File: src/rtl/bus_pkg.sv
`default_nettype none
// ============================================================================
// Module   : bus_pkg
// Purpose  : Frame geometry, CRC-4 polynomial, receiver state encoding and a
//            single-bit CRC step helper shared by bus transmitter and receiver.
// Revision : 1.0  initial release
// ============================================================================
package bus_pkg;

  localparam int ADDR_W     = 4;
  localparam int DATA_W     = 64;
  localparam int CRC_W      = 4;
  localparam int FRAME_BITS = 1 + ADDR_W + DATA_W + CRC_W + 1;  // 74
  localparam int SHIFT_W    = ADDR_W + DATA_W + CRC_W;          // 72
  localparam int CNT_W      = 7;

  localparam logic [CRC_W-1:0] CRC_POLY = 4'b0011;              // x^4+x+1

  // Bit-counter values of the last bit of each field (counter starts at 0
  // on the first address bit and runs across the whole body).
  localparam logic [CNT_W-1:0] ADDR_LAST = CNT_W'(ADDR_W - 1);
  localparam logic [CNT_W-1:0] DATA_LAST = CNT_W'(ADDR_W + DATA_W - 1);
  localparam logic [CNT_W-1:0] CRC_LAST  = CNT_W'(SHIFT_W - 1);

  typedef enum logic [2:0] {
    RX_IDLE = 3'd0,
    RX_ADDR = 3'd1,
    RX_DATA = 3'd2,
    RX_CRC  = 3'd3,
    RX_STOP = 3'd4
  } rx_state_e;

  function automatic logic [CRC_W-1:0] crc4_step(input logic [CRC_W-1:0] crc,
                                                 input logic             b);
    logic fb;
    fb = crc[CRC_W-1] ^ b;
    return {crc[CRC_W-2:0], 1'b0} ^ (fb ? CRC_POLY : '0);
  endfunction

endpackage
`default_nettype wire

File: src/rtl/crc4_serial.sv
`default_nettype none
// ============================================================================
// Module   : crc4_serial
// Purpose  : Bit-serial CRC-4 accumulator (x^4+x+1, init 0), MSB first.
//            Clear has priority over enable.
// Revision : 1.0  initial release
// ============================================================================
module crc4_serial
  import bus_pkg::*;
(
  input  logic             clock,
  input  logic             reset_n,
  input  logic             clear_i,
  input  logic             en_i,
  input  logic             bit_i,
  output logic [CRC_W-1:0] crc_o
);

  logic [CRC_W-1:0] crc_q, crc_d;

  // Next CRC: clear restarts from zero, enable folds in one bus bit
  always_comb begin
    crc_d = crc_q;
    if (clear_i) begin
      crc_d = '0;
    end else if (en_i) begin
      crc_d = crc4_step(crc_q, bit_i);
    end
  end

  // CRC register with synchronous active-low reset
  always_ff @(posedge clock) begin
    if (!reset_n) begin
      crc_q <= '0;
    end else begin
      crc_q <= crc_d;
    end
  end

  assign crc_o = crc_q;

endmodule
`default_nettype wire

File: src/rtl/bus_frame_receiver.sv
`default_nettype none
// ============================================================================
// Module   : bus_frame_receiver
// Purpose  : Deserializes 74-bit bus frames (start, addr, data, crc, stop),
//            filters on MY_ADDR and hands good payloads to a one-entry
//            valid/ready buffer. Error/overrun flags are one-cycle pulses.
// Config   : RX_CRC_CHECK_EN - when defined the CRC field is checked and
//            crc_err is live; otherwise the CRC field is consumed and ignored.
// Revision : 1.0  initial release
// ============================================================================
module bus_frame_receiver
  import bus_pkg::*;
#(
  parameter logic [ADDR_W-1:0] MY_ADDR = 4'd1
) (
  input  logic              clock,
  input  logic              reset_n,
  input  logic              bus_in,
  output logic [DATA_W-1:0] rx_data,
  output logic              rx_valid,
  input  logic              rx_ready,
  output logic              crc_err,
  output logic              frame_err,
  output logic              overrun
);

  rx_state_e           state_q, state_d;
  logic [CNT_W-1:0]    cnt_q, cnt_d;
  logic [SHIFT_W-1:0]  shift_q, shift_d;

  logic [DATA_W-1:0]   rx_data_q, rx_data_d;
  logic                rx_valid_q, rx_valid_d;
  logic                crc_err_q, crc_err_d;
  logic                frame_err_q, frame_err_d;
  logic                overrun_q, overrun_d;

  logic                w_addr_ok;
  logic                w_crc_ok;

  // Frame sequencing: counter runs across addr/data/crc, shift captures them
  always_comb begin
    state_d = state_q;
    cnt_d   = cnt_q;
    shift_d = shift_q;
    unique case (state_q)
      RX_IDLE: begin
        if (bus_in) begin
          state_d = RX_ADDR;
          cnt_d   = '0;
        end
      end
      RX_ADDR, RX_DATA, RX_CRC: begin
        shift_d = {shift_q[SHIFT_W-2:0], bus_in};
        cnt_d   = cnt_q + 1'b1;
        if (state_q == RX_ADDR && cnt_q == ADDR_LAST) state_d = RX_DATA;
        if (state_q == RX_DATA && cnt_q == DATA_LAST) state_d = RX_CRC;
        if (state_q == RX_CRC  && cnt_q == CRC_LAST)  state_d = RX_STOP;
      end
      RX_STOP: begin
        // The stop bit is always consumed here, never reused as a start bit
        state_d = RX_IDLE;
      end
      default: state_d = RX_IDLE;
    endcase
  end

  // FSM, counter and shift register
  always_ff @(posedge clock) begin
    if (!reset_n) begin
      state_q <= RX_IDLE;
      cnt_q   <= '0;
      shift_q <= '0;
    end else begin
      state_q <= state_d;
      cnt_q   <= cnt_d;
      shift_q <= shift_d;
    end
  end

  assign w_addr_ok = (shift_q[SHIFT_W-1 -: ADDR_W] == MY_ADDR);

`ifdef RX_CRC_CHECK_EN
  logic [CRC_W-1:0] w_crc_calc;

  crc4_serial u_crc (
    .clock   (clock),
    .reset_n (reset_n),
    .clear_i ((state_q == RX_IDLE) && bus_in),
    .en_i    ((state_q == RX_ADDR) || (state_q == RX_DATA)),
    .bit_i   (bus_in),
    .crc_o   (w_crc_calc)
  );

  assign w_crc_ok = (shift_q[CRC_W-1:0] == w_crc_calc);
`else
  logic w_crc_field_unused;
  assign w_crc_field_unused = ^shift_q[CRC_W-1:0];
  assign w_crc_ok           = 1'b1;
`endif

  // End-of-frame decision and output buffer handshake
  always_comb begin
    rx_data_d   = rx_data_q;
    rx_valid_d  = rx_valid_q & ~rx_ready;
    crc_err_d   = 1'b0;
    frame_err_d = 1'b0;
    overrun_d   = 1'b0;
    if (state_q == RX_STOP && w_addr_ok) begin
      if (bus_in) begin
        frame_err_d = 1'b1;
      end else if (!w_crc_ok) begin
        crc_err_d = 1'b1;
      end else if (rx_valid_q && !rx_ready) begin
        overrun_d = 1'b1;
      end else begin
        rx_data_d  = shift_q[SHIFT_W-1-ADDR_W -: DATA_W];
        rx_valid_d = 1'b1;
      end
    end
  end

  // Output buffer and flag registers
  always_ff @(posedge clock) begin
    if (!reset_n) begin
      rx_data_q   <= '0;
      rx_valid_q  <= 1'b0;
      crc_err_q   <= 1'b0;
      frame_err_q <= 1'b0;
      overrun_q   <= 1'b0;
    end else begin
      rx_data_q   <= rx_data_d;
      rx_valid_q  <= rx_valid_d;
      crc_err_q   <= crc_err_d;
      frame_err_q <= frame_err_d;
      overrun_q   <= overrun_d;
    end
  end

  assign rx_data   = rx_data_q;
  assign rx_valid  = rx_valid_q;
  assign crc_err   = crc_err_q;
  assign frame_err = frame_err_q;
  assign overrun   = overrun_q;

endmodule
`default_nettype wire

File: config.mk
export PLATFORM = sky130hd
export DESIGN_NAME = bus_frame_receiver
export DESIGN_NICKNAME = d
export VERILOG_FILES = /design/src/rtl/bus_pkg.sv /design/src/rtl/crc4_serial.sv /design/src/rtl/bus_frame_receiver.sv
export SDC_FILE = /design/constraint.sdc
export NUM_CORES = 1
export LEC_CHECK = 0
export BUFFER_PORTS_ARGS = -buffer_cell sky130_fd_sc_hd__buf_2
export CAP_MARGIN = 10
export CORE_MARGIN = 2
export CORE_UTILIZATION = 30
export DETAILED_ROUTE_END_ITERATION = 10
export SETUP_SLACK_MARGIN = 0.2
export SLEW_MARGIN = 30
export SYNTH_ARGS = -nofsm -noshare
export SYNTH_HDL_FRONTEND = slang
export SYNTH_HIERARCHICAL = 1
export SYNTH_SLANG_ARGS = --single-unit
File: constraint.sdc
create_clock -name clock -period 1.9 [get_ports clock]
set_input_delay 0.38 -clock clock [delete_from_list [all_inputs] [get_ports clock]]
set_output_delay 0.38 -clock clock [all_outputs]
set_load 0.1 [all_outputs]
-- After elaboration in Yosys (flattened, before gate mapping)
Cells that the tools add are included.
- bitwise operators: 6
- magnitude comparators: 0
- divide/modulo/power cells: 0
- shift operators: 0
- reduce and logical (&&, ||, !) cells: 14
- $add $sub $neg: 1
- muxes and demuxes: 12
- multiply operators: 0
- eq/ne operators: 10
- operators with widths (kind ; count):
    7-bit == test (second input constant) ; 2
    7-bit case mux with 2 select lines ; 1
    3-bit two-way mux ; 4
    7-bit by 1-bit adder with 7-bit output (second input constant) ; 1
    7-bit by 2-bit == test with 1-bit output (second input constant) ; 1
    7-bit two-way mux ; 1
    3-bit by 2-bit == test with 1-bit output (second input constant) ; 2
    3-bit case mux with 2 select lines ; 1
    2-bit AND reduction ; 3
    3-bit OR reduction ; 2
    1-bit logical AND ; 5
    1-bit two-way mux ; 5
    1-bit NOT ; 5
    4-bit by 1-bit == test with 1-bit output (second input constant) ; 1
    4-bit inequality test (second input constant) ; 1
    3-bit by 1-bit == test with 1-bit output (second input constant) ; 1
    3-bit == test (second input constant) ; 1
    3-bit zero test ; 1
    3-bit AND reduction ; 1
    2-bit inequality test (second input constant) ; 1
    2-bit nonzero test ; 1
    1-bit bitwise AND ; 1
    1-bit zero test ; 1
- flip-flop bits (word level): 149
- memories: 0
- bits in writable memories: 0
- bits in latches: 0
- output and inout bits: 68
- logic and storage cells: 50
- input port bits: 4
- bits in read-only memories: 0

-- Depth between registers and ports, before layout
- depth after elaboration: 6
- mapped depth: 6
- gate-level depth less buffers: 4

-- Worst setup path after synthesis
OpenSTA, ideal clock, no wires.
- path kind: register to register
- start point: register rx_valid_q, in the netlist rx_valid
- end point: register rx_data_q[10], in the netlist rx_data[10]
- cell stages (with the launch flop): 6
- setup slack: 46 ps
- data required time: 1828 ps
- data arrival time: 1782 ps
- buffers on the path: 2
- clock period less this slack: 1854 ps
- setup time: 72 ps
- cells stage by stage: dfxtp_1 -> nor2b_1 -> or3_4 -> buf_12 -> buf_12 -> mux2i_1
- longest elaborated chain between the ends: 3
- RTL lines (item ; RTL line ; RTL):
    start, declared ; bus_frame_receiver.sv:32 ; logic rx_valid_q, rx_valid_d;
    start signal, assigned ; bus_frame_receiver.sv:132 ; rx_valid_q <= rx_valid_d;
    1-bit logical AND ; bus_frame_receiver.sv:113 ; end else if (rx_valid_q && !rx_ready) begin
    1-bit NOT (no source line) ; -- ;
    3-bit AND reduction (no source line) ; -- ;
    end signal, assigned ; bus_frame_receiver.sv:131 ; rx_data_q <= rx_data_d;
    end, declared ; bus_frame_receiver.sv:31 ; logic [DATA_W-1:0] rx_data_q, rx_data_d;
Every way passes these cells.
A chain may end at the register's enable or synchronous reset.

-- Worst setup path after layout
- start point: register shift_q[68]
- end point: register rx_data_q[44], in the netlist rx_data[44]
- longest elaborated chain between the ends: 3
- RTL lines (item ; RTL line ; RTL):
    start, declared ; bus_frame_receiver.sv:29 ; logic [SHIFT_W-1:0] shift_q, shift_d;
    start signal, assigned ; bus_frame_receiver.sv:76 ; shift_q <= shift_d;
    4-bit by 1-bit == test with 1-bit output ; bus_frame_receiver.sv:80 ; assign w_addr_ok = (shift_q[SHIFT_W-1 -: ADDR_W] == MY_ADDR);
    1-bit logical AND ; bus_frame_receiver.sv:108 ; if (state_q == RX_STOP && w_addr_ok) begin
    3-bit AND reduction (no source line) ; -- ;
Every way passes these cells.

==> metrics <==
Post-Syn Area 5900 sq um; clk root buf clkbuf_16; worst min path class input port to flip-flop; MaxCap Viol Count 0; crit path max fanout 25; Mapped Cells 669; Total GRT Usage 11.4%; final WL 11,400 um; Final GP Congestion 0.738; post-cts sizing count 0; ys async rst share 0%; Die Area 20,800 sq um; port buffer count 70; postcts setup bufs 0; Seq cells post-synth 149; Reg2Reg Depth 4; first-pass GRT wire length 19,000 um; synth warn 6; WL/cell 11.4 um; Post-Route Utilization 36.9%; Sink Count 149; Slew HR 65.5%; die height 144 um; Layout Nets 731; CP Capture Type flip-flop; via count 4,388; syn_nets 674; layout cells sized above 1 16.6%; Pins Over Slew Limit 0; antenna fix cells 0; Avg Inst Size Synth 8.82 sq um; initial antenna violation count 0; sequential cell area fraction in the yosys report 50.6%; Power Total 6.95 mW; vias in the first global route 4,018; EDFF count, synth 0; number of iterations in the first detailed-routing pass 4; Leak Pwr 2.99 nW; CP arrival 2.04 ns; Row Count 51; Max IR drop VDD 515 uV; Area Overhead vs Synth 21.4%; TritonCTS Buffers 17; Primary FF master, synth dfxtp_1; Clock Latency Late Sink 0.41 ns; Worst Hold Launch rx_ready; CTS tree yes; # IOs 72; commonest non-fill, non-tap cell in the layout nand2_1; core area 19,400 sq um; DP HPWL 7170 um; hold slack 0.311 ns; RR Endpoint rx_data[44]; outcome finished, final reports clean; Initial Util 30.4%; RSZ-0062 raised after global routing true; worst r2r src shift_q[68]; Min-Delay Endpoint overrun; Slew @ Worst Pin 0.521 ns; WP data required 2.19 ns; DP Cell Count 972; clk_skew 0.0123 ns; flop2flop setup slack 0.15 ns; Setup CP Type flip-flop to flip-flop; count of unique library cells instantiated by Yosys 34; Final ANT Viol Nets 0; drt first-iter violations 206; crit path time final 1.75 ns; Congestion Overflow GR 0; Longest Clk Path Bufs 2; TNS Setup 0 ns; most frequent cells in the layout 281 x nand2_1, 147 x dfxtp_1, 76 x a21boi_0; largest net degree at the start of global routing 80; vias per cell 4.38; Setup Viol. Count Final 0; DRC 0; Finished Layout Cells 1,002; CTS clk-pin slew, worst paths 0.06 ns; PD cells 971 nW/um^2; final hold vios 0; Worst setup SP type flip-flop; worst hold path depth 3; Fmax 570 MHz; H-tree levels 4; final worst path period share 92.4%; Horiz. Die Dim 144 um
## cells by family after synthesis
kind of cell | count (synthesis) | share of synthesized area [%]
AOI/OAI and AO/OA | 93 | 11.6
adders and majority gates | 1 | 0.212
buffers and inverters | 50 | 5.17
DFF | 149 | 50.6
muxes | 65 | 11.0
other | 1 | 0.0636
and+or+nand+nor | 310 | 21.4
## stage by stage
step           area [sq um]  setup WS [ns]
3_5_place_dp           6550         0.0496
2_1_floorplan          5900          0.149
4_1_cts                7160          0.147
6_report               7160          0.145
3_3_place_gp           6550         0.0671
5_1_grt                7160          0.108
## synth_stat cells, types with 3 or more instances
master | number | area (sq um)
buf_12 | 7 | 140
mux2i_1 | 65 | 651
nand3b_1 | 3 | 22.5
a21oi_1 | 4 | 20.0
clkbuf_1 | 42 | 158
o21ai_0 | 4 | 20.0
and3_1 | 3 | 18.8
nor3_1 | 3 | 15.0
dfxtp_1 | 149 | 2980
nor2b_1 | 4 | 25.0
a21boi_0 | 76 | 571
nand2_1 | 281 | 1050
o31ai_1 | 3 | 22.5
## critical path, cell delays in order, from the launching register on
cell and delay [ns]:
dfxtp_1 0.35, or4bb_1 0.48, or3_4 0.46, buf_12 0.19, mux2i_1 0.13
## registers in the layout (all words and copies together) (netlist names)
name / count
shift_q: 72
state_q: 3
cnt_q: 7
overrun: 1
frame_err: 1
rx_valid: 1
rx_data: 64
## layer usage
metal	part of all wire, %	GRT usage (%)
met1	49	14.3
met3	3.3	3.41
met5	0	0
met4	1.1	4.60
met2	47	18.3
## power breakdown
group          switching (mW)  total [mW]  leakage, nW  internal (mW)
combinational           0.226       0.324         1.50         0.0985
clock                    1.24        3.49        0.296           2.26
sequential            0.00454        3.14         1.20           3.13
## worst max path at each step
stage                startpoint          end
floorplan           shift_q[71]  rx_data[10]
global placement         bus_in  rx_data[34]
detailed placement       bus_in  rx_data[37]
CTS                 shift_q[68]  rx_data[44]
global route        shift_q[68]  rx_data[44]
finish              shift_q[68]  rx_data[44]
## area by class of cell
cell class | count | area, sq um
Timing Repair Buffer | 88 | 604
Sequential cell | 149 | 2990
Clock buffer | 22 | 464
Clock inverter | 8 | 150
Tap cell | 265 | 332
Fill cell | 2047 | 12200
Multi-Input combinational cell | 470 | 2630
## repair_timing
| item | in CTS | in global routing |
|---|---|---|
| gates cloned | 0 | 0 |
| setup endpoints to repair | 64 | 64 |
| pin swaps | 1 | 0 |
| hold buffers | 0 | 0 |
No activity file was read; power rests on OpenSTA's default activity.
